===== config.mk =====
export PLATFORM = sky130hd
export DESIGN_NAME = fetch_unit_flat
export DESIGN_NICKNAME = d
export VERILOG_FILES = /design/src/rtl/fetch_unit_if.sv /design/src/rtl/fetch_unit.sv /design/src/flat_wrapper.sv
export SDC_FILE = /design/constraint.sdc
export NUM_CORES = 1
export LEC_CHECK = 0
export BUFFER_PORTS_ARGS = -buffer_cell sky130_fd_sc_hd__buf_2
export CAP_MARGIN = 20
export CORE_MARGIN = 5
export CORE_UTILIZATION = 45
export DETAILED_ROUTE_END_ITERATION = 10
export MAX_ROUTING_LAYER = met4
export PLACE_DENSITY = 0.83
export SYNTH_ARGS = -nofsm -noshare
export SYNTH_HDL_FRONTEND = slang
export SYNTH_SLANG_ARGS = --single-unit

===== constraint.sdc =====
create_clock -name clk -period 4.8 [get_ports clk]
set_input_delay 0.24 -clock clk [delete_from_list [all_inputs] [get_ports clk]]
set_output_delay 0.24 -clock clk [all_outputs]
set_load 0.05 [all_outputs]

===== src/rtl/fetch_unit_if.sv =====
// Fetch-side buses: instruction-memory req/ack read port and the valid/ready
// instruction output towards decode.
interface fetch_unit_if #(
  parameter int ADDR_W = 32,
  parameter int DATA_W = 32
);
  logic              mem_req;
  logic [ADDR_W-1:0] mem_addr;
  logic              mem_ack;
  logic [DATA_W-1:0] mem_rdata;
  logic [DATA_W-1:0] instr;
  logic [ADDR_W-1:0] instr_pc;
  logic              instr_valid;
  logic              instr_ready;

  modport master (
    output mem_req, mem_addr,
    input  mem_ack, mem_rdata,
    output instr, instr_pc, instr_valid,
    input  instr_ready
  );

  modport slave (
    input  mem_req, mem_addr,
    output mem_ack, mem_rdata,
    input  instr, instr_pc, instr_valid,
    output instr_ready
  );
endinterface


===== src/rtl/fetch_unit.sv =====
// Instruction fetch stage: reads memory at the counter value, buffers one
// instruction for decode, and steers the counter via inc/load pulses.
module fetch_unit #(
  parameter int ADDR_W = 32,
  parameter int DATA_W = 32
) (
  input  logic              clk,
  input  logic              rst_n,
  input  logic [ADDR_W-1:0] pc,
  output logic              pc_inc,
  output logic              pc_load,
  output logic [ADDR_W-1:0] pc_load_val,
  input  logic              redirect,
  input  logic [ADDR_W-1:0] redirect_addr,
  fetch_unit_if.master      bus
);

  localparam logic [1:0] SETTLE = 2'd0;
  localparam logic [1:0] REQ    = 2'd1;
  localparam logic [1:0] DROP   = 2'd2;

  logic [1:0]        state_q, state_d;
  logic              mem_req_q, mem_req_d;
  logic [ADDR_W-1:0] mem_addr_q, mem_addr_d;
  logic [DATA_W-1:0] instr_q, instr_d;
  logic [ADDR_W-1:0] instr_pc_q, instr_pc_d;
  logic              valid_q, valid_d;
  logic              hs;

  assign hs          = valid_q && bus.instr_ready;
  assign pc_load     = redirect;
  assign pc_load_val = redirect_addr;

  always_comb begin
    state_d    = state_q;
    mem_req_d  = mem_req_q;
    mem_addr_d = mem_addr_q;
    instr_d    = instr_q;
    instr_pc_d = instr_pc_q;
    valid_d    = valid_q && !hs;
    pc_inc     = 1'b0;

    case (state_q)
      SETTLE: begin
        // A redirect keeps us here so the loaded counter value is sampled next cycle.
        if (!redirect && (!valid_q || hs)) begin
          state_d    = REQ;
          mem_req_d  = 1'b1;
          mem_addr_d = pc;
        end
      end
      REQ: begin
        if (redirect) begin
          if (bus.mem_ack) begin
            state_d   = SETTLE;
            mem_req_d = 1'b0;
          end else begin
            state_d = DROP;
          end
        end else if (bus.mem_ack) begin
          state_d    = SETTLE;
          mem_req_d  = 1'b0;
          instr_d    = bus.mem_rdata;
          instr_pc_d = mem_addr_q;
          valid_d    = 1'b1;
          pc_inc     = 1'b1;
        end
      end
      DROP: begin
        if (bus.mem_ack) begin
          state_d   = SETTLE;
          mem_req_d = 1'b0;
        end
      end
      default: begin
        state_d   = SETTLE;
        mem_req_d = 1'b0;
      end
    endcase

    if (redirect) valid_d = 1'b0;
  end

  always_ff @(posedge clk or negedge rst_n) begin
    if (!rst_n) begin
      state_q    <= SETTLE;
      mem_req_q  <= 1'b0;
      mem_addr_q <= '0;
      instr_q    <= '0;
      instr_pc_q <= '0;
      valid_q    <= 1'b0;
    end else begin
      state_q    <= state_d;
      mem_req_q  <= mem_req_d;
      mem_addr_q <= mem_addr_d;
      instr_q    <= instr_d;
      instr_pc_q <= instr_pc_d;
      valid_q    <= valid_d;
    end
  end

  assign bus.mem_req     = mem_req_q;
  assign bus.mem_addr    = mem_addr_q;
  assign bus.instr       = instr_q;
  assign bus.instr_pc    = instr_pc_q;
  assign bus.instr_valid = valid_q;

endmodule


===== src/flat_wrapper.sv =====
// flat-port wrapper written by rule: the top's interface ports become plain ports
module fetch_unit_flat 
#(
  parameter int ADDR_W = 32,
  parameter int DATA_W = 32
)
  (clk, rst_n, pc, pc_inc, pc_load, pc_load_val, redirect, redirect_addr, bus_mem_req, bus_mem_addr, bus_mem_ack, bus_mem_rdata, bus_instr, bus_instr_pc, bus_instr_valid, bus_instr_ready);
  fetch_unit_if #(.ADDR_W(ADDR_W), .DATA_W(DATA_W)) bus_i ();
  input  logic clk;
  input  logic rst_n;
  input  logic [ADDR_W-1:0] pc;
  output logic pc_inc;
  output logic pc_load;
  output logic [ADDR_W-1:0] pc_load_val;
  input  logic redirect;
  input  logic [ADDR_W-1:0] redirect_addr;
  output wire logic [$bits(bus_i.mem_req)-1:0] bus_mem_req;
  output wire logic [$bits(bus_i.mem_addr)-1:0] bus_mem_addr;
  input wire logic [$bits(bus_i.mem_ack)-1:0] bus_mem_ack;
  input wire logic [$bits(bus_i.mem_rdata)-1:0] bus_mem_rdata;
  output wire logic [$bits(bus_i.instr)-1:0] bus_instr;
  output wire logic [$bits(bus_i.instr_pc)-1:0] bus_instr_pc;
  output wire logic [$bits(bus_i.instr_valid)-1:0] bus_instr_valid;
  input wire logic [$bits(bus_i.instr_ready)-1:0] bus_instr_ready;
  assign bus_mem_req = bus_i.mem_req;
  assign bus_mem_addr = bus_i.mem_addr;
  assign bus_i.mem_ack = bus_mem_ack;
  assign bus_i.mem_rdata = bus_mem_rdata;
  assign bus_instr = bus_i.instr;
  assign bus_instr_pc = bus_i.instr_pc;
  assign bus_instr_valid = bus_i.instr_valid;
  assign bus_i.instr_ready = bus_instr_ready;
  fetch_unit #(.ADDR_W(ADDR_W), .DATA_W(DATA_W)) u_core (.clk(clk), .rst_n(rst_n), .pc(pc), .pc_inc(pc_inc), .pc_load(pc_load), .pc_load_val(pc_load_val), .redirect(redirect), .redirect_addr(redirect_addr), .bus(bus_i));
endmodule

==> summary.md <==
| Metric | Value |
|---|---|
| HPWL after DPL | `6500 microns` |
| CTS root buffer | `clkbuf_8` |
| Synth area leader | `dfrtp_1` |
| Mapped Cells | `264` |
| Nets | `509` |
| CP Data Required Time | `4.56 ns` |
| Post-CTS setup buffer count | `0` |
| Fillers | `809` |
| Fin. Hold Viols | `0` |
| Synth warnings | `0` |
| Die area | `0.0115 sq mm` |
| Number of max-cap violations | `0` |
| Ant diodes | `0` |
| RSZ-0062 raised after global routing | `false` |
| Largest net degree at the start of global routing | `67` |
| Area Growth Syn to Fin | `21.3%` |
| Period Utilization, post-route | `0.521` |
| Max FO, Critical Path | `43` |
| Post-DR vias/cell | `4.75` |
| Crit path time final | `2.50 ns` |
| Die width | `107 microns` |
| Grt ovf | `0` |
| Most common cell after layout, fill and taps aside | `buf_2` |
| Max-Slew Margin vs Limit | `0.386` |
| Seq cells post-synth | `100` |
| Vias | `2547` |
| Worst-Margin Slew | `0.919 ns` |
| IO Port Bufs | `168` |
| 1st-iter DRT viols | `86` |
| Remaining DRCs | `0` |
| Site row count | `35` |
| Pins Over Slew Limit | `0` |
| Commonest cells after routing, fill and taps aside | `buf_2, dfrtp_1, mux2_2` |
| Wire length per cell | `16.7 microns` |
| Vias in the first global route | `2832` |
| Clk Latency, worst-skew pair | `0.34 ns` |
| Syn_area_per_cell | `16.1 sq um` |
| Fraction of layout cells with a size suffix above 1 | `0.698` |
| Core Area | `0.00924 sq mm` |
| Run status | `completed` |
| CP startpoint kind | `flop` |
| Critical path class | `reg -> out` |
| Share of the synthesized area in the top cell type | `0.587` |
| Global Route Usage Sum | `0.160` |
| Final WL | `8930 microns` |
| Starting density of the core | `0.461` |
| Cts bufs inserted | `9` |
| Final setup viols | `0` |
| Synth area leaders | `dfrtp_1, mux2_2, mux2_4` |
| Clock Path Buffers | `2` |
| Post-DRT Antenna Nets | `0` |
| H-tree depth | `3` |
| Sink Count | `100` |
| HP Class | `in -> reg` |
| Mapped cell area | `0.00426 sq mm` |
| First-pass GRT wire length | `14300 microns` |
| Top Ports | `233` |
| Clock transition at path regs | `0.09 ns` |
| Initial antenna violation count | `0` |
| Max Freq | `0.400 GHz` |
| DRT Pass-1 Iters | `6` |
| Synthesized Nets | `369` |
| Unique cell type count in the Yosys netlist | `24` |
| Post-CTS sizing | `0` |
| Setup crit end kind | `output port` |
| Placer congestion estimate | `0.705` |
| CP arrival | `2.26 ns` |
| Clock skew | `0.00876 ns` |
| TNS Setup | `0 ns` |
| Die H | `107 microns` |
| Sequential share of the synthesized area | `0.587` |
| TritonCTS clock tree | `done` |
-- state kept, by name, indices dropped and copies added, names as in the netlist --
signal                  cells
u_core.bus.instr           32
u_core.bus.mem_addr        32
u_core.state_q              2
u_core.bus.mem_req          1
u_core.bus.instr_valid      1
u_core.bus.instr_pc        32
-- kinds of logic (layout without fill, tap and decap cells) --
kind of cell               count (synthesis)  count (layout)  share of synthesized area
buffers and inverters                     47             190                     0.0825
muxes                                     96              96                      0.287
and+or+nand+nor                            8               8                     0.0156
AOI/OAI and AO/OA                          9               9                     0.0156
DFF                                      100             100                      0.587
adders and majority gates                  4               4                     0.0117
-- final timing paths --
path / to / depth (start not counted) / startpoint / slack [ns]
worst min-delay path: u_core.bus.instr[21]$_DFFE_PN0P_ / 2 / bus_mem_rdata[21] / 0.12
worst max register to register: u_core.bus.mem_addr[6]$_DFFE_PN0P_ / 5 / u_core.state_q[0]$_DFFE_PN0P_ / 2.35
max in group asynchronous: u_core.bus.instr_pc[1]$_DFFE_PN0P_ / 3 / rst_n / 3.25
worst min register to register: u_core.bus.mem_req$_DFFE_PN0P_ / 1 / u_core.bus.mem_req$_DFFE_PN0P_ / 0.50
worst max-delay path: pc_inc / 7 / u_core.state_q[1]$_DFFE_PN0P_ / 2.30
min in group asynchronous: u_core.bus.instr_pc[11]$_DFFE_PN0P_ / 2 / rst_n / 0.44
-- stage by stage --
| step | cells | setup WS (ns) | util | cell area [sq um] | hold slack (ns) |
|---|---|---|---|---|---|
| CTS | 535 | 2.11 | 0.556 | 5140 | 0.0960 |
| detailed placement | 520 | 2.33 | 0.536 | 4950 | 0.286 |
| finish | 536 | 2.30 | 0.559 | 5170 | 0.119 |
| floorplan | 264 | 3.09 | - | 4260 | -0.0556 |
| global placement | 520 | 2.47 | 0.536 | 4950 | 0.276 |
| global route | 536 | 2.12 | 0.559 | 5170 | 0.0915 |
-- worst max-delay path: stages (launching register included) --
cell and delay [ns]:
dfrtp_1 0.45, inv_1 0.10, ha_1 0.17, nor2b_2 0.23
nand2_4 0.29, buf_16 0.32, inv_1 0.08, buf_2 0.26
-- synth_stat cells (all sizes together) --
cell type	number
ha	4
inv	4
nor2b	3
nand2	1
dfrtp	100
o21a	1
o22a	1
nor3b	1
o31ai	1
mux2	96
o21ai	2
buf	43
a21oi	1
nor3	1
nand2b	1
a221o	1
o211a	1
nor2	1
o211ai	1
-- repair_timing --
action                     CTS  global route
setup endpoints to repair    0             0
hold endpoints to repair    46             0
hold buffers                 1             0
-- metal layers --
layer / up-vias / global-route usage / part of all wire
met1: 1272 / 0.184 / 0.39
met2: 102 / 0.273 / 0.52
li1: 1149 / - / -
met4: 0 / 0.0539 / 0.017
met5: - / - / 0
met3: 24 / 0.0426 / 0.074
-- layout make-up --
type	instances	area, sq um	area share
clock buffer	10	128	0.0247
tap	129	161	0.0312
sequential	100	2500	0.484
inverter	4	15.0	0.00290
clock inverter	4	52.6	0.0102
timing repair buffer	172	896	0.173
multi-input combinational	117	1410	0.274
Power is not shown: default switching activity piles up to over one toggle a cycle in this logic, so the estimate is an artifact.
